### src/rtl/lcd_spi_write_if.sv
// Word handshake and 4-wire SPI pins between the
// LCD sequencer, the SPI write engine and the panel.
interface lcd_spi_write_if;
  logic [8:0] data;
  logic       en_write;
  logic       lcd_cs;
  logic       lcd_dc;
  logic       lcd_sck;
  logic       lcd_mosi;
  logic       wr_done;
  logic       busy;

  modport master (
    output data,
    output en_write,
    input  lcd_cs,
    input  lcd_dc,
    input  lcd_sck,
    input  lcd_mosi,
    input  wr_done,
    input  busy
  );

  modport slave (
    input  data,
    input  en_write,
    output lcd_cs,
    output lcd_dc,
    output lcd_sck,
    output lcd_mosi,
    output wr_done,
    output busy
  );
endinterface

### src/rtl/lcd_spi_write.sv
// SPI mode-0 write engine for an ST7789-class panel:
// one 9-bit {dc, byte} word per frame, MSB first.
module lcd_spi_write #(
  parameter int unsigned CLK_DIV = 2,
  parameter int unsigned GAP_CYC = 2
) (
  input  logic            sys_clk_50MHz,
  input  logic            sys_rst_n,
  lcd_spi_write_if.slave  bus
);

  typedef enum logic [2:0] {
    IDLE,
    SETUP,
    SHIFT,
    HOLD,
    GAP
  } state_t;

  state_t     state, state_d;
  logic [7:0] div_cnt, div_d;
  logic [7:0] gap_cnt, gap_d;
  logic [7:0] shreg, shreg_d;
  logic [2:0] bit_cnt, bit_d;
  logic       en_q;
  logic       cs_q, cs_d;
  logic       sck_q, sck_d;
  logic       mosi_q, mosi_d;
  logic       dc_q, dc_d;
  logic       done_q, done_d;
  logic       busy_q, busy_d;
  logic       div_end;
  logic       gap_end;

  assign div_end = (div_cnt == 8'(CLK_DIV - 1));
  assign gap_end = (gap_cnt == 8'(GAP_CYC - 1));

  assign bus.lcd_cs   = cs_q;
  assign bus.lcd_sck  = sck_q;
  assign bus.lcd_mosi = mosi_q;
  assign bus.lcd_dc   = dc_q;
  assign bus.wr_done  = done_q;
  assign bus.busy     = busy_q;

  always_ff @(posedge sys_clk_50MHz or negedge sys_rst_n) begin
    if (!sys_rst_n) begin
      state   <= IDLE;
      div_cnt <= '0;
      gap_cnt <= '0;
      shreg   <= '0;
      bit_cnt <= '0;
      en_q    <= 1'b0;
      cs_q    <= 1'b1;
      sck_q   <= 1'b0;
      mosi_q  <= 1'b0;
      dc_q    <= 1'b0;
      done_q  <= 1'b0;
      busy_q  <= 1'b0;
    end else begin
      state   <= state_d;
      div_cnt <= div_d;
      gap_cnt <= gap_d;
      shreg   <= shreg_d;
      bit_cnt <= bit_d;
      en_q    <= bus.en_write;
      cs_q    <= cs_d;
      sck_q   <= sck_d;
      mosi_q  <= mosi_d;
      dc_q    <= dc_d;
      done_q  <= done_d;
      busy_q  <= busy_d;
    end
  end

  always_comb begin
    state_d = state;
    div_d   = div_cnt;
    gap_d   = gap_cnt;
    shreg_d = shreg;
    bit_d   = bit_cnt;
    cs_d    = cs_q;
    sck_d   = sck_q;
    mosi_d  = mosi_q;
    dc_d    = dc_q;
    done_d  = 1'b0;
    busy_d  = busy_q;

    unique case (state)
      IDLE: begin
        div_d = '0;
        cs_d  = 1'b1;
        sck_d = 1'b0;
        // first en_write cycle skipped: data not yet valid
        if (bus.en_write && en_q) begin
          shreg_d = bus.data[7:0];
          dc_d    = bus.data[8];
          mosi_d  = bus.data[7];
          cs_d    = 1'b0;
          busy_d  = 1'b1;
          state_d = SETUP;
        end
      end
      SETUP: begin
        div_d = div_cnt + 8'd1;
        if (div_end) begin
          div_d   = '0;
          sck_d   = 1'b1;
          bit_d   = 3'd7;
          state_d = SHIFT;
        end
      end
      SHIFT: begin
        div_d = div_cnt + 8'd1;
        if (div_end) begin
          div_d = '0;
          sck_d = ~sck_q;
          if (sck_q) begin
            if (bit_cnt == 3'd0) begin
              // HOLD covers bit 0's low phase plus CS hold
              bit_d   = 3'd1;
              state_d = HOLD;
            end else begin
              bit_d   = bit_cnt - 3'd1;
              shreg_d = {shreg[6:0], 1'b0};
              mosi_d  = shreg[6];
            end
          end
        end
      end
      HOLD: begin
        div_d = div_cnt + 8'd1;
        if (div_end) begin
          div_d = '0;
          if (bit_cnt == 3'd0) begin
            cs_d    = 1'b1;
            done_d  = 1'b1;
            gap_d   = '0;
            state_d = GAP;
          end else begin
            bit_d = bit_cnt - 3'd1;
          end
        end
      end
      GAP: begin
        gap_d = gap_cnt + 8'd1;
        if (gap_end) begin
          busy_d  = 1'b0;
          state_d = IDLE;
        end
      end
      default: state_d = IDLE;
    endcase
  end

endmodule

### src/flat_wrapper.sv
// flat-port wrapper written by rule: the top's interface ports become plain ports
module lcd_spi_write_flat 
#(
  parameter int unsigned CLK_DIV = 2,
  parameter int unsigned GAP_CYC = 2
)
  (sys_clk_50MHz, sys_rst_n, bus_data, bus_en_write, bus_lcd_cs, bus_lcd_dc, bus_lcd_sck, bus_lcd_mosi, bus_wr_done, bus_busy);
  lcd_spi_write_if bus_i ();
  input  logic sys_clk_50MHz;
  input  logic sys_rst_n;
  input wire logic [$bits(bus_i.data)-1:0] bus_data;
  input wire logic [$bits(bus_i.en_write)-1:0] bus_en_write;
  output wire logic [$bits(bus_i.lcd_cs)-1:0] bus_lcd_cs;
  output wire logic [$bits(bus_i.lcd_dc)-1:0] bus_lcd_dc;
  output wire logic [$bits(bus_i.lcd_sck)-1:0] bus_lcd_sck;
  output wire logic [$bits(bus_i.lcd_mosi)-1:0] bus_lcd_mosi;
  output wire logic [$bits(bus_i.wr_done)-1:0] bus_wr_done;
  output wire logic [$bits(bus_i.busy)-1:0] bus_busy;
  assign bus_i.data = bus_data;
  assign bus_i.en_write = bus_en_write;
  assign bus_lcd_cs = bus_i.lcd_cs;
  assign bus_lcd_dc = bus_i.lcd_dc;
  assign bus_lcd_sck = bus_i.lcd_sck;
  assign bus_lcd_mosi = bus_i.lcd_mosi;
  assign bus_wr_done = bus_i.wr_done;
  assign bus_busy = bus_i.busy;
  lcd_spi_write #(.CLK_DIV(CLK_DIV), .GAP_CYC(GAP_CYC)) u_core (.sys_clk_50MHz(sys_clk_50MHz), .sys_rst_n(sys_rst_n), .bus(bus_i));
endmodule
### config.mk
export PLATFORM = sky130hd
export DESIGN_NAME = lcd_spi_write_flat
export DESIGN_NICKNAME = d
export VERILOG_FILES = /design/src/rtl/lcd_spi_write_if.sv /design/src/rtl/lcd_spi_write.sv /design/src/flat_wrapper.sv
export SDC_FILE = /design/constraint.sdc
export NUM_CORES = 1
export LEC_CHECK = 0
export ABC_AREA = 1
export CAP_MARGIN = 20
export CORE_MARGIN = 4
export CORE_UTILIZATION = 40
export DETAILED_ROUTE_END_ITERATION = 7
export GPL_TIMING_DRIVEN = 0
export PLACE_DENSITY = 0.66
export SLEW_MARGIN = 15
export SYNTH_ARGS = -nofsm -noshare
export SYNTH_HDL_FRONTEND = slang
export SYNTH_SLANG_ARGS = --single-unit
### constraint.sdc
create_clock -name sys_clk_50MHz -period 1.9 [get_ports sys_clk_50MHz]
set_clock_uncertainty 0.15 [all_clocks]
set_input_delay 0.285 -clock sys_clk_50MHz [delete_from_list [all_inputs] [get_ports sys_clk_50MHz]]
set_output_delay 0.285 -clock sys_clk_50MHz [all_outputs]
set_load 0.02 [all_outputs]
==> key figures, run 1 <==
Layout
  • Most common cell after layout, fill and taps aside: nand2_1
  • Area grow syn2layout: 18.48%
  • Commonest cells after routing, fill and taps aside: 81 x nand2_1, 35 x dfrtp_1, 29 x inv_1, 28 x nand3_1, 17 x nor2_1
  • Fillers: ~470
  • Antenna cells: 0
  • Final design area excluding fillers: 0.002439 sq mm
  • Ratio of cells with drive above 1 in the final layout: 0.1379
  • Final core occ: 0.5030
  • # nets final: 308

Detailed routing
  • Post-route DRC: 0
  • Routed length per instance: 10.98 um
  • Vias: about 1700
  • DRT iter0 DRCs: 80
  • Routed wire length: 3.919 mm
  • Via density: around 4.7
  • Pre-Repair DR Iteration Count: 4
  • Antenna viol nets, final: 0

STA
  • Final worst slack: approximately 160 ps
  • Final setup fails: 0
  • Crit share post-route: 0.9148
  • WHS: 252.5 ps
  • Pins Over Slew Limit: 0
  • Worst-margin pin slew: 386.5 ps
  • RSZ-0062 raised after global routing: false
  • Fin. Hold Viols: 0
  • Tmin final: 1738 ps
  • Slew HR: 0.7423
  • Max Fclk: 575.4 MHz

Worst setup path
  • Critical path arrival: 1740 ps
  • Largest stage delay on the critical path: 410 ps
  • Slack of the worst reg-to-reg path: roughly 160 ps
  • Startpoint class of the critical path: register
  • CP max-delay cell: dfrtp_1
  • Worst-path maximum fanout: 7
  • Critical-path cell list: inv_1 > ha_1 > nand2_1 > nor2_1 > nand2_2 > inv_1 > nand3_2 > nand2_1 > o21ai_0
  • CP top delay family: simple AND/OR/NAND/NOR gates
  • Critical path required time: 1900 ps
  • CP Buf/Inv Count: 2
  • Crit. End Element: register
  • Critical path class: reg -> reg

Global route
  • Total grt overflow: 0
  • Global-route wire length before repair: 7.279 mm
  • Total GRT Usage: 0.1443
  • Pin count of the biggest net entering global routing: 28
  • Vias in the first global route: 1635
  • Initial antenna violation count: 0

CTS
  • Clock sinks: 36
  • Root Driver: clkbuf_8
  • Clock Pin Slew Worst Setup and Hold Paths: roughly 80 ps
  • Num CTS Buffers: 5
  • H-tree Lvls: 2
  • Clk Latency, worst-skew pair: slightly below 300 ps
  • CTS tree: yes
  • Longest Clk Path Bufs: 2
  • # Post-CTS Setup Buffers: 0

Synth
  • Cells after synthesis: 264
  • Post-synthesis mux area share: 0
  • EDFF count, synth: 0
  • Synth Area in Simple Gates: 0.3538
  • Avg Inst Size Synth: between 7 and 8 sq um
  • Prevailing post-synth register cell: dfrtp_1
  • Sequential share of the synthesized area: 0.4383
  • Main combinational cell family by area after synthesis: simple AND/OR/NAND/NOR gates
  • Mapped Nets: 282
  • Synth warn: 0
  • Number of distinct library cells after synthesis: 29
  • Asr flop ratio synth: 1.000
  • Yosys reg bits: 36
  • Compound-Gate Fraction of Synth Area: 0.07477
  • Synthesized cell area: 0.002058 sq mm
  • Synth Area in XOR/XNOR: 0.01702
  • Adder-cell share of the synthesized area: 0.03647

Worst hold path
  • Hold Crit Class: in -> async

Power
  • Pwr/cell area: 1411 mW/mm^2
  • Peak supply drop: 895.3 uV
  • Leak: ~1.2 nW

Place
  • Placement Cell Area: 0.002327 sq mm
  • Port Buffers: 17
  • Hpwl dp: 2.975 mm
  • Worst slack, placed: 75.17 ps
  • GPL Wtd Cong: approximately 0.81

Floorplanning
  • Die X: around 80 um
  • Initial cell density of the core: 0.4245
  • DIE AREA: around 0.0064 sq mm
  • Core Rows: 25
  • Overall die height: around 80 um
  • Top Ports: 18
  • Core area: 0.004848 sq mm

Flow run
  • # Max-Cap Violations: 0

Run status
  • Status: finished clean
## synthesized netlist by cell type (5+ instances only)
master	count	area (sq um)
a21oi_1	7	35.03
dfrtp_1	35	875.8
ha_1	6	75.07
inv_1	29	108.9
nand2_1	82	307.8
nand2_2	5	31.28
nand3_1	28	140.1
nor2_1	17	63.81
nor3_1	5	25.02
o21ai_0	12	60.06
## power breakdown
group          internal (mW)  switching [mW]
sequential             0.997           0.147
combinational          0.623            1.08
clock                  0.323           0.270
total                   1.94            1.50
## area by class of cell
cell class,instances,area (sq um),share of cell area
multi-input cells,190,994.7,0.4079
repair buffers,19,197.7,0.08107
well taps,67,83.83,0.03438
plain buffers,2,22.52,0.009236
flip-flops and latches,36,902.1,0.3699
clock buffers,7,96.34,0.03951
inverters,36,141.4,0.05798
## routing by layer
layer  global-route usage  vias up  routed length, um
met5                    0        -                  0
li1                     -      889                  -
met3              0.03612        5                142
met2               0.2154       24               1724
met4              0.04561        0                 51
met1               0.2051      753               2001
## stage by stage
step	power, mW	TNS, ps	cells
after detailed placement	2.869	0	349
after floorplan	2.466	0	264
after CTS	3.483	0	357
final	3.442	0	357
after global routing	3.819	0	357
after global placement	2.833	-16420	348
## sequential cells by signal, summed over array words and instances, names as in the netlist, 3 cells and up
signal,count
u_core.div_cnt,8
u_core.gap_cnt,8
u_core.shreg,7
u_core.bit_cnt,3
u_core.state,3
## path summary, 6_finish.rpt
check                              startpoint           endpoint  cells past startpoint
setup / recovery            u_core.div_cnt[1]  u_core.gap_cnt[2]                      9
hold / removal                      sys_rst_n    u_core.shreg[6]                      2
setup reg to reg            u_core.div_cnt[1]  u_core.gap_cnt[2]                      9
hold reg to reg               u_core.shreg[1]    u_core.shreg[1]                      2
max in group asynchronous           sys_rst_n  u_core.bus.lcd_cs                      3
min in group sys_clk_50MHz    u_core.shreg[1]    u_core.shreg[1]                      2
## timing repair
| item | CTS | global route |
|---|---|---|
| endpoints found under the hold margin | 35 | 0 |
| hold buffers | 1 | 0 |
| resized for setup | 0 | 2 |
| setup endpoints to repair | 0 | 7 |
## logic make-up (layout without fill, tap and decap cells)
logic type | after synthesis | count (layout)
adder cells (fa/ha/maj) | 6 | 6
flip-flops | 36 | 36
AND/OR/NAND/NOR | 152 | 152
XOR/XNOR | 4 | 4
buffers and inverters | 38 | 64
AO/OA/AOI/OAI | 28 | 28
Power figures use the tool's default switching activity.
==> inputs of run 2 (changes only) <==
--- a/config.mk
+++ b/config.mk
@@ -10,9 +10,9 @@
 export CORE_MARGIN = 4
 export CORE_UTILIZATION = 40
 export DETAILED_ROUTE_END_ITERATION = 7
+export DONT_BUFFER_PORTS = 1
 export GPL_TIMING_DRIVEN = 0
-export PLACE_DENSITY = 0.66
-export SLEW_MARGIN = 15
+export PLACE_DENSITY = 0.61
 export SYNTH_ARGS = -nofsm -noshare
 export SYNTH_HDL_FRONTEND = slang
 export SYNTH_SLANG_ARGS = --single-unit
==> key figures, run 2 (synthesis gave the netlist of run 1 again) <==
STA
  • Setup TNS after final layout: 0 ps (unchanged)
  • Tmin final: 1760 ps (+22.46 ps)
  • Crit share post-route: 0.9266 (+0.01182)
  • Fin. Hold Viols: 0 (unchanged)
  • Pins Over Slew Limit: 0 (unchanged)
  • Worst-margin pin slew: 363.3 ps (-23.20 ps)
  • Max Fclk: 568.0 MHz (-1.3%)
  • Final setup fails: 0 (unchanged)
  • Slew HR: 0.7578 (+0.01547)
  • RSZ-0062 raised after global routing: true

Layout
  • Register area: 902.1 sq um (unchanged)
  • Ratio of cells with drive above 1 in the final layout: 0.1643 (+0.02635)
  • Area grow syn2layout: 14.59%
  • Antenna cells: 0 (unchanged)
  • Final core occ: 0.4865 (-0.01652)
  • Fillers: 463 (-2.3%)
  • Multi-input gate area: 999.7 sq um (+0.50%)
  • Commonest cells after routing, fill and taps aside: 80 x nand2_1, 35 x dfrtp_1, 28 x inv_1, 28 x nand3_1, 16 x nor2_1
  • Most common cell after layout, fill and taps aside: nand2_1
  • # nets final: 297 (-3.6%)
  • Biggest regs: u_core.div_cnt x8, u_core.gap_cnt x8, u_core.shreg x7

Worst hold path
  • Hold path depth: 4
  • Hold path start: bus_data[7]
  • Hold Crit Class: in -> reg
  • Hold worst-path end: u_core.bus.lcd_mosi

Worst setup path
  • Startpoint class of the critical path: register
  • CP max-delay cell: dfrtp_1
  • Most frequent CP cell: nand2_1
  • R2R cell count: 11 (+2)
  • Critical path arrival: 1780 ps (+40 ps)
  • CP top delay family: simple AND/OR/NAND/NOR gates
  • Critical path required time: 1920 ps (+20 ps)
  • Slack of the worst reg-to-reg path: 140 ps (-20 ps)
  • Critical-path cell list: inv_2 > ha_1 > nand2_1 > nor2_2 > nand2_2 > nand2_2 > nand2_4 > nor2_8 > nand2_4 > nand2_1 > nand2_1
  • Critical R2R Launch: u_core.div_cnt[1]
  • Worst-path maximum fanout: 8 (+1)
  • Largest stage delay on the critical path: 430 ps (+20 ps)
  • Crit. End Element: register
  • CP Buf/Inv Count: 1 (-1)
  • FF-to-FF End: u_core.shreg[2]
  • Critical path class: reg -> reg

Detailed routing
  • Routed length per instance: 11.71 um (+6.7%)
  • Pre-Repair DR Iteration Count: 4 (unchanged)
  • Vias: 1690 (+1.1%)
  • DRT iter0 DRCs: 107 (+34%)
  • Via density: 4.870 (+4.1%)
  • Antenna viol nets, final: 0 (unchanged)
  • Post-Route M1 WL: 2.038 mm (+1.8%)
  • Routed wire length: 4.064 mm (+3.7%)
  • Post-route DRC: 0 (unchanged)
  • Met2 routed WL: 1.832 mm (+6.3%)
  • Wire length on met3: 147 um (+3.5%)
  • Max layer used: met4

CTS
  • CTS tree: yes
  • Longest Clk Path Bufs: 2 (unchanged)
  • Clk Latency, worst-skew pair: 280 ps (about the same)
  • Num CTS Buffers: 5 (unchanged)
  • Clock Pin Slew Worst Setup and Hold Paths: 80 ps (about the same)
  • H-tree Lvls: 2 (unchanged)
  • Clock sinks: 36 (unchanged)
  • Root Driver: clkbuf_8

Floorplanning
  • Die X: 79.73 um (unchanged)
  • Top Ports: 18 (unchanged)
  • Core area: 0.004848 sq mm (unchanged)
  • Initial cell density of the core: 0.4245 (unchanged)
  • Overall die height: 79.73 um (unchanged)
  • Core Rows: 25 (unchanged)
  • DIE AREA: 0.006357 sq mm (unchanged)

Global route
  • Initial antenna violation count: 0 (unchanged)
  • Total GRT Usage: 0.1455 (+0.001156)
  • Pin count of the biggest net entering global routing: 37 (+32%)
  • Global-route wire length before repair: 7.300 mm (+0.29%)
  • Vias in the first global route: 1601 (-2.1%)
  • Total grt overflow: 0 (unchanged)

Place
  • Hpwl dp: 2.816 mm (-5.3%)
  • GPL Wtd Cong: 0.7581 (-6.2%)
  • Port Buffers: 0 (-17)

Power
  • Leak: 1.171 nW (-2.7%)
  • Pwr/cell area: 1511 mW/mm^2 (+7.1%)
  • Peak supply drop: 768.2 uV (-14%)

Run status
  • Status: finished clean

Flow run
  • # Max-Cap Violations: 0 (unchanged)
-- run 2: how the worst max path moves through the flow --
stage               slack [ps]                   to  cells past startpoint         startpoint
floorplan                  310  u_core.bus.lcd_mosi                     11  u_core.div_cnt[1]
global placement            20    u_core.gap_cnt[2]                      9  u_core.div_cnt[1]
detailed placement          -4    u_core.gap_cnt[5]                      9  u_core.div_cnt[1]
CTS                         30      u_core.shreg[0]                     11  u_core.div_cnt[1]
global route               -40      u_core.shreg[0]                     11  u_core.div_cnt[1]
finish                     140      u_core.shreg[2]                     11  u_core.div_cnt[1]
-- run 2: worst register-to-register path, cell delays in order, from the launching register on --
cell and delay, ps:
dfrtp_1 430, inv_2 80, ha_1 130, nand2_1 70, nor2_2 110, nand2_2 130, nand2_2 110, nand2_4 80
nor2_8 150, nand2_4 100, nand2_1 70, nand2_1 50
-- run 2: routing by layer --
| layer | vias to the layer above | global-route usage |
|---|---|---|
| li1 | 871 | - |
| met1 | 788 | 0.2068 |
| met2 | 27 | 0.2154 |
| met3 | 4 | 0.03725 |
| met4 | 0 | 0.04730 |
| met5 | - | 0 |
-- run 2: repair_timing --
item                                    in CTS  in global routing
pin swaps                                    0                  4
hold buffers                                 5                  0
hold endpoints to repair                    39                  0
setup buffers                                0                  3
resized for setup                            1                  3
endpoints found under the setup margin       2                 24
-- run 2: layout make-up --
| cell class | instances | share of cell area |
|---|---|---|
| well taps | 67 | 0.03554 |
| flip-flops and latches | 36 | 0.3825 |
| clock buffers | 7 | 0.04085 |
| multi-input cells | 190 | 0.4239 |
| inverters | 36 | 0.05995 |
| plain buffers | 2 | 0.009549 |
| repair buffers | 8 | 0.03501 |
| clock inverters | 1 | 0.01273 |
-- run 2: stage by stage --
| stage | cells | setup slack, ps | hold WS, ps | power (mW) | area (sq um) |
|---|---|---|---|---|---|
| after floorplan | 264 | 308.4 | -160.6 | 2.466 | 2058 |
| after global placement | 331 | 21.64 | -159.0 | 2.731 | 2142 |
| after detailed placement | 331 | -3.754 | -158.7 | 2.754 | 2142 |
| after CTS | 344 | 33.96 | 74.78 | 3.545 | 2331 |
| after global routing | 347 | -40.82 | 102.0 | 3.926 | 2359 |
| final | 347 | 139.5 | 84.23 | 3.563 | 2359 |
-- run 2: report_power, final --
group / switching (mW) / internal (mW) / total, mW
logic: 1.03 / 0.583 / 1.61
clock network: 0.278 / 0.463 / 0.742
registers: 0.214 / 0.998 / 1.21
==> inputs of run 3 (changes only) <==
--- a/config.mk
+++ b/config.mk
@@ -5,10 +5,10 @@
 export SDC_FILE = /design/constraint.sdc
 export NUM_CORES = 1
 export LEC_CHECK = 0
-export ABC_AREA = 1
 export CAP_MARGIN = 20
 export CORE_MARGIN = 4
 export CORE_UTILIZATION = 40
+export CTS_CLUSTER_SIZE = 30
 export DETAILED_ROUTE_END_ITERATION = 7
 export DONT_BUFFER_PORTS = 1
 export GPL_TIMING_DRIVEN = 0
==> constraint.sdc (replaced) <==
create_clock -name sys_clk_50MHz -period 2.05 [get_ports sys_clk_50MHz]
set_clock_uncertainty 0.15 [all_clocks]
set_input_delay 0.3075 -clock sys_clk_50MHz [delete_from_list [all_inputs] [get_ports sys_clk_50MHz]]
set_output_delay 0.3075 -clock sys_clk_50MHz [all_outputs]
set_load 0.02 [all_outputs]
==> key figures, run 3 <==
Worst setup path
  • Critical path class: reg -> reg
  • Crit. End Element: register
  • Startpoint class of the critical path: register
  • Critical path arrival: 2150 ps (+370 ps)
  • Critical path required time: 2120 ps (+200 ps)
  • Worst-path maximum fanout: 5 (-3)

Global route
  • Total grt overflow: 0 (unchanged)
  • Total GRT Usage: 0.1486 (+0.003121)
  • Pin count of the biggest net entering global routing: 37 (unchanged)
  • Vias in the first global route: 1470 (-8.2%)
  • Global-route wire length before repair: 6.941 mm (-4.9%)
  • Initial antenna violation count: 0 (unchanged)

STA
  • Slew HR: 0.6188 (-0.1390)
  • Pins Over Slew Limit: 0 (unchanged)
  • WHS: 13.53 ps (-70.71 ps)
  • Worst-margin pin slew: 570.7 ps (+207.4 ps)
  • Final setup fails: 3 (+3)
  • Tmin final: 2080 ps (+319.9 ps)
  • Final worst slack: -30.36 ps (-169.9 ps)
  • Max Fclk: 480.7 MHz (-15%)
  • Fin. Hold Viols: 0 (unchanged)
  • RSZ-0062 raised after global routing: true
  • Crit share post-route: 1.015 (+0.08824)

Synth
  • Yosys reg bits: 36 (unchanged)
  • Yosys top cell by area: dfrtp_1
  • Number of distinct library cells after synthesis: 52 (+79%)
  • Count leader, synth: dfrtp_1
  • Synth warn: 0 (unchanged)
  • Mapped Nets: 206 (-27%)
  • Post-synth top area share: 0.4608 (+0.03530)
  • Cells after synthesis: 188 (-29%)
  • EDFF count, synth: 0 (unchanged)
  • Synthesized cell area: 0.001901 sq mm (-7.7%)
  • Sequential share of the synthesized area: 0.4747 (+0.03636)
  • Synth cell count leaders: 35 x dfrtp_1, 18 x nand2_1, 17 x o21ai_0
  • Synth area leaders: dfrtp_1 46%, o21ai_0 4.5%, ha_1 3.9%, nand2_1 3.6%, mux2i_1 3.2%
  • Asr flop ratio synth: 1.000 (unchanged)
  • Avg Inst Size Synth: 10.11 sq um (+30%)
  • Prevailing post-synth register cell: dfrtp_1

Detailed routing
  • Max layer used: met4
  • Antenna viol nets, final: 0 (unchanged)
  • Wire length on met3: 279 um (+90%)
  • Post-Route M1 WL: 1.925 mm (-5.5%)
  • Post-route DRC: 0 (unchanged)
  • Met2 routed WL: 2.181 mm (+19%)
  • Routed wire length: 4.479 mm (+10%)
  • Vias: 1570 (-7.1%)
  • DRT iter0 DRCs: 90 (-16%)
  • Via density: 6.015 (+24%)
  • Routed length per instance: 17.16 um (+47%)
  • Pre-Repair DR Iteration Count: 4 (unchanged)

Place
  • Worst slack, placed: -226.5 ps (-222.8 ps)
  • GPL Wtd Cong: 0.8558 (+13%)
  • Placed insts: 240 (-27%)
  • Hpwl dp: 2.810 mm (-0.22%)
  • Placement Cell Area: 0.001966 sq mm (-8.2%)
  • Port Buffers: 0 (unchanged)

CTS
  • CTS tree: yes
  • Clock Pin Slew Worst Setup and Hold Paths: 70 ps (about the same)
  • Root Driver: clkbuf_8
  • Num CTS Buffers: 5 (unchanged)
  • H-tree Lvls: 2 (unchanged)
  • Clk Latency, worst-skew pair: 290 ps (about the same)
  • Clock sinks: 36 (unchanged)
  • Longest Clk Path Bufs: 2 (unchanged)

Power
  • Total power: 3.048 mW (-14%)
  • Peak supply drop: 682.2 uV (-11%)
  • Leak: 0.9872 nW (-16%)
  • Pwr/cell area: 1311 mW/mm^2 (-13%)

Run status
  • Status: finished with violations
  • Failing checks: setup timing

Layout
  • Commonest cells after routing, fill and taps aside: 34 x dfrtp_1, 17 x nand2_1, 14 x o21ai_0, 10 x nand3_1
  • Finished Layout Cells: 261 (-25%)
  • Biggest regs: u_core.div_cnt x8, u_core.gap_cnt x8, u_core.shreg x7
  • Area grow syn2layout: 22.32%
  • Most common cell after layout, fill and taps aside: dfrtp_1
  • Ratio of cells with drive above 1 in the final layout: 0.2297 (+0.06538)
  • Antenna cells: 0 (unchanged)
  • Final design area excluding fillers: 0.002325 sq mm (-1.4%)
  • # nets final: 226 (-24%)

Floorplanning
  • Top Ports: 18 (unchanged)
  • Core Rows: 24 (-4.0%)
  • Initial cell density of the core: 0.4248 (about the same)
  • Die X: 76.93 um (-3.5%)
  • DIE AREA: 0.005918 sq mm (-6.9%)
  • Overall die height: 76.93 um (-3.5%)
  • Core area: 0.004474 sq mm (-7.7%)

Flow run
  • # Max-Cap Violations: 0 (unchanged)

Worst hold path
  • Hold Crit Class: in -> reg
==> run 3: critical path, stage by stage, from the launching register on <==
cell       delay, ps
dfrtp_1          400
inv_2             80
ha_4             120
nor4b_4          300
buf_4            190
nand4_1          190
a2bb2oi_4        300
buf_12           150
a2bb2oi_2        130
==> run 3: path summary, 6_finish.rpt <==
check	slack (ps)	startpoint	cells past startpoint	end
worst min register to register	370	u_core.bit_cnt[1]	1	u_core.bit_cnt[1]
min in group asynchronous	350	sys_rst_n	2	u_core.shreg[1]
max in group asynchronous	1160	sys_rst_n	2	u_core.bus.lcd_cs
worst min-delay path	10	bus_data[0]	2	u_core.shreg[0]
worst max-delay path	-30	u_core.div_cnt[1]	8	u_core.shreg[5]
worst max register to register	-30	u_core.div_cnt[1]	8	u_core.shreg[5]
==> run 3: routing by layer <==
metal | vias up | track usage
met5 | - | 0
met4 | 0 | 0.05797
met3 | 12 | 0.05504
met2 | 60 | 0.2387
met1 | 758 | 0.1806
li1 | 740 | -
==> run 3: metrics by stage <==
step,setup TNS (ps),util
floorplan,0,-
global placement,-298.4,0.4393
detailed placement,-1053,0.4393
CTS,0,0.4860
global route,-1171,0.5196
finish,-58.93,0.5196
==> run 3: power by group <==
part	total [mW]	switching [mW]	internal, mW
logic	1.30	0.666	0.633
registers	1.14	0.234	0.901
clock network	0.614	0.254	0.359
total	3.05	1.15	1.89
==> run 3: cells by family (layout without fill, tap and decap cells) <==
logic type,Yosys count,after routing,share of synthesized area
and+or+nand+nor,67,67,0.2067
muxes,7,7,0.03950
DFF,36,36,0.4747
adders and majority gates,6,6,0.03950
buffers and inverters,16,37,0.04147
AOI/OAI and AO/OA,56,56,0.1982
==> run 3: cell type report <==
| class | instances | area, sq um |
|---|---|---|
| tap | 52 | 65.06 |
| inverter | 9 | 33.78 |
| timing repair buffer | 13 | 130.1 |
| clock buffer | 5 | 68.82 |
| buffer | 7 | 45.04 |
| multi-input combinational | 136 | 1036 |
| sequential | 36 | 903.4 |
| fill | 390 | 2150 |
| clock inverter | 3 | 42.54 |
==> run 3: timing repair <==
item	4_1_cts	5_1_grt
hold buffers	4	0
endpoints found under the hold margin	38	0
pin swaps	1	6
buffers inserted	4	5
endpoints found under the setup margin	15	16
resized for setup	3	21
==> RTL change 1: new RTL, flow settings as in run 3 <==
Take the reset off `shreg` and load it in a clocked block of its own.
--- a/src/rtl/lcd_spi_write.sv
+++ b/src/rtl/lcd_spi_write.sv
@@ -47,7 +47,6 @@
       state   <= IDLE;
       div_cnt <= '0;
       gap_cnt <= '0;
-      shreg   <= '0;
       bit_cnt <= '0;
       en_q    <= 1'b0;
       cs_q    <= 1'b1;
@@ -60,7 +59,6 @@
       state   <= state_d;
       div_cnt <= div_d;
       gap_cnt <= gap_d;
-      shreg   <= shreg_d;
       bit_cnt <= bit_d;
       en_q    <= bus.en_write;
       cs_q    <= cs_d;
@@ -70,6 +68,10 @@
       done_q  <= done_d;
       busy_q  <= busy_d;
     end
+  end
+
+  always_ff @(posedge sys_clk_50MHz) begin
+    shreg <= shreg_d;
   end
 
   always_comb begin
Check against the original RTL: same outputs for any inputs over 10 cycles, from zero or initial values and one cycle with sys_rst_n low; that may be too few to reach the edited logic, so the function may still have changed.
==> RTL change 1 against run 3 <==
Sequential cell count unchanged. Utilization decreased by 3.9 points. Wire length fell by 21%. Design area is 8.1% lower. Clock power grew 0.8%. Setup slack improved by 0.11 ns. Global-route usage decreased by 2.1 points. Synthesized area decreased by 1.2%. Power shrank 4.5%. Critical endpoint is now u_core.div_cnt[6]. Largest cell class is now registers.
==> RTL change 1: results (changes against run 3) <==
metric	value	unit	change
final wirelength	3550	um	was 4480 um
pin count of the biggest net entering global routing	30		was 37
n_diodes	0		unchanged
status	finished clean		was finished with violations
post-synthesis xor/xnor area fraction	0.0280		was 0
Detailed Place HPWL	2500	um	was 2810 um
Final Wtd Congestion	0.868		was 0.856
met3 GRT Util	0.0437		was 0.0550
post-synthesis cell type count	48		was 52
GRT Overall Usage	0.128		was 0.149
Leak Pwr	0.890	nW	was 0.987 nW
sw frac	0.351		was 0.379
met3 wire length	175	um	was 279 um
Layout Nets	206		was 226
Clk power	0.000619	W	was 0.000614 W
number of synthesized flops with an enable pin	7		was 0
async set-or-reset flop fraction in the synthesized netlist	0.806		was 1.00
CTS buffer count	5		unchanged
top layer in use	met4		unchanged
met2 routed WL	1780	um	was 2180 um
Initial DRC Count	54		was 90
layout cell share with drive strength beyond 1	0.180		was 0.230
Slew @ Worst Pin	0.484	ns	was 0.571 ns
GR Util met2	0.208		was 0.239
top cells by count, synth	28 x dfrtp_1, 12 x nand2_1, 12 x nor2_1		was 35 x dfrtp_1, 18 x nand2_1, 17 x o21ai_0
Synth Area in Compound Gates	0.128		was 0.198
first-pass GRT wire length	6040	um	was 6940 um
CTS clk-pin slew, worst paths	0.07	ns	about the same
DR vias/cell	5.61		was 6.02
sequential share of the synthesized area	0.499		was 0.475
Seq group	0.00119	W	was 0.00114 W
CP Data Arrival Time	2.05	ns	was 2.15 ns
synth top area cells	dfrtp_1 37%, edfxtp_1 11%, mux2_2 4.2%		was dfrtp_1 46%, o21ai_0 4.5%, ha_1 3.9%
VDD IR max	0.403	mV	was 0.682 mV
mux cell area share after synthesis	0.0786		was 0.0395
met1 Use GR	0.153		was 0.181
Post-Synth Adder-Cell Area	0.0400		was 0.0395
WL met1	1560	um	was 1930 um
vias in the first global route	1306		was 1470
Pre-antenna DRT Iters	4		unchanged
filler instances	402		was 390
Hold Crit Start	bus_data[8]		was bus_data[0]
Net Count, Synth	193		was 206
Critical Path Source	u_core.div_cnt[0]		was u_core.div_cnt[1]
## RTL change 1: path summary, 6_finish.rpt
path / to / slack, ns / cells after the start
max: u_core.div_cnt[6] / 0.07 / 7
min: u_core.bus.lcd_dc / 0.03 / 1
max reg2reg: u_core.div_cnt[6] / 0.07 / 7
min reg2reg: u_core.bit_cnt[1] / 0.34 / 1
max in group asynchronous: u_core.bus.lcd_cs / 1.22 / 2
min in group asynchronous: u_core.en_q / 0.30 / 2
## RTL change 1: worst max-delay path: stages, from the launching register on
cell and delay [ns]:
dfrtp_1 0.43, ha_1 0.22, nor4b_4 0.12, buf_4 0.16, buf_4 0.14, a211o_1 0.30
nor4_1 0.27, a21o_1 0.12
## RTL change 1: cells by family after synthesis
group	Yosys count
muxes	13
AOI/OAI and AO/OA	37
adders and majority gates	6
and+or+nand+nor	59
xor gates and xnor gates	6
buffers and inverters	18
DFF	36
## RTL change 1: layout make-up
cell class	count	area share
sequential	36	0.439
multi-input combinational	121	0.413
clock buffer	5	0.0322
tap	52	0.0304
timing repair buffer	6	0.0293
inverter	11	0.0211
clock inverter	3	0.0199
buffer	7	0.0152
## RTL change 1: metrics by stage
stage / total power (W) / setup slack [ns] / std cells / instance area (um2) / hold WS, ns
global route: 0.00312 / 0.00130 / 241 / 2140 / 0.0156
CTS: 0.00292 / 0.0570 / 241 / 2120 / 0.0207
detailed placement: 0.00221 / -0.0583 / 227 / 1940 / -0.137
floorplan: 0.00200 / 0.187 / 175 / 1880 / -0.138
global placement: 0.00216 / -0.0190 / 227 / 1940 / -0.137
finish: 0.00291 / 0.0747 / 241 / 2140 / 0.0316
## RTL change 1: repair_timing
action	in CTS	in global routing
hold buffers	3	0
resized for setup	1	5
hold endpoints to repair	30	0
gates cloned	0	0
buffers inserted	3	0
endpoints found under the setup margin	17	17
==> RTL change 2: new RTL, config.mk and constraints of run 3 <==
Made on the original files. Make the reset (`sys_rst_n`) synchronous in one clocked block.
--- a/src/rtl/lcd_spi_write.sv
+++ b/src/rtl/lcd_spi_write.sv
@@ -42,7 +42,7 @@
   assign bus.wr_done  = done_q;
   assign bus.busy     = busy_q;
 
-  always_ff @(posedge sys_clk_50MHz or negedge sys_rst_n) begin
+  always_ff @(posedge sys_clk_50MHz) begin
     if (!sys_rst_n) begin
       state   <= IDLE;
       div_cnt <= '0;
Function: differs if sys_rst_n is asserted again (counterexample within 4 cycles, from zero or initial values and one cycle with sys_rst_n low); with sys_rst_n held inactive, the same outputs for 10 cycles.
==> RTL change 2 against run 3 <==
Design area fell by 9.9%. Sequential share of layout area fell by 4.2 points. Wire length fell by 7.3%. Sequential cell count did not move. Setup slack improved by 0.14 ns. Non-clock buffer count fell by 2. Utilization fell by 4.8 points. Synthesized area fell by 2.0%.
Power is not compared: it rests on default switching activity, and its combinational part moved more than twofold at a synthesized area within 25%.
==> RTL change 2: results (changes against run 3) <==
metric	value	unit	change
status	finished clean		was finished with violations
met3 wire length	146	um	was 279 um
WL met1	2040	um	was 1930 um
R2R cell count	6		was 8
top cells by count, synth	36 x dfxtp_1, 17 x a21oi_1, 17 x nand2_1, 17 x nor2_1		was 35 x dfrtp_1, 18 x nand2_1, 17 x o21ai_0
reg2reg start	u_core.state[2]		was u_core.div_cnt[1]
met1 Use GR	0.196		was 0.181
first-pass GRT wire length	7050	um	was 6940 um
sequential share of the synthesized area	0.387		was 0.475
post-synthesis cell type count	47		was 52
Net Count, Synth	233		was 206
delay-heaviest family, CP	compound AO/OA/AOI/OAI gates		was simple AND/OR/NAND/NOR gates
async set-or-reset flop fraction in the synthesized netlist	0		was 1.00
GRT Overall Usage	0.149		about the same
routed len/inst	14.8	um	was 17.2 um
Detailed Place HPWL	2960	um	was 2810 um
Final Wtd Congestion	0.817		was 0.856
Initial DRC Count	122		was 90
Layout Nets	246		was 226
vias in the first global route	1457		was 1470
met3 GRT Util	0.0366		was 0.0550
Leak Pwr	0.731	nW	
cell taking the most area after synthesis	dfxtp_1		was dfrtp_1
Largest regs	u_core.div_cnt (8), u_core.gap_cnt (8), u_core.shreg (7)		unchanged
reg2reg end	u_core.bus.lcd_mosi		was u_core.shreg[5]
pin count of the biggest net entering global routing	11		was 37
met2 routed WL	1870	um	was 2180 um
P_int	0.000967	W	
GR Util met2	0.221		was 0.239
Vias	1633		was 1570
filler instances	436		was 390
layout cell share with drive strength beyond 1	0.140		was 0.230
final worst slack	0.112	ns	was -0.0304 ns
CP max FO	10		was 5
crit path to	u_core.bus.lcd_mosi		was u_core.shreg[5]
CP max stage cell	or3b_1		was dfrtp_1
dpl ws	-0.0605	ns	was -0.227 ns
CP Data Arrival Time	1.99	ns	was 2.15 ns
slew margin rel.	0.575		was 0.619
clock root cell	clkbuf_8		unchanged
==> RTL change 2: timing repair <==
item,CTS,global route
endpoints found under the hold margin,1,0
hold buffers,1,0
endpoints found under the setup margin,4,17
pin swaps,1,5
resized for setup,2,12
buffers inserted,1,5
cloned,0,0
==> RTL change 2: kinds of logic after synthesis <==
logic type | after synthesis | synth area share
AND/OR/NAND/NOR | 79 | 0.231
flip-flops | 36 | 0.387
multiplexers | 10 | 0.0538
buffers and inverters | 20 | 0.0504
AO/OA/AOI/OAI | 60 | 0.218
adder cells (fa/ha/maj) | 6 | 0.0403
XOR/XNOR | 4 | 0.0188
==> RTL change 2: final cells by class <==
class	instances	area (um2)	area share
plain buffers	11	62.6	0.0299
clock buffers	6	72.6	0.0346
clock inverters	1	5.00	0.00239
inverters	8	30.0	0.0143
multi-input cells	159	1080	0.514
flip-flops and latches	36	727	0.347
well taps	52	65.1	0.0311
repair buffers	7	55.1	0.0263
==> RTL change 2: worst min path at each step <==
| stage | slack [ns] | end | startpoint | cells past startpoint |
|---|---|---|---|---|
| after floorplan | 0.28 | u_core.en_q | bus_en_write | 1 |
| after global placement | 0.28 | u_core.en_q | bus_en_write | 1 |
| after detailed placement | 0.30 | u_core.en_q | bus_en_write | 1 |
| after CTS | 0.01 | u_core.bus.lcd_dc | bus_data[8] | 2 |
| after global routing | 0.02 | u_core.shreg[0] | bus_data[0] | 1 |
| final | 0.02 | u_core.bus.lcd_dc | bus_data[8] | 2 |
==> RTL change 2: through the flow <==
step	total power (W)	instances	setup TNS (ns)	instance area (um2)
2_1_floorplan	0.000784	215	0	1860
3_3_place_gp	0.000797	267	-0.139	1930
3_5_place_dp	0.000798	267	-0.160	1930
4_1_cts	0.00128	276	0	2030
5_1_grt	0.00132	280	-0.0812	2090
6_report	0.00127	280	0	2090
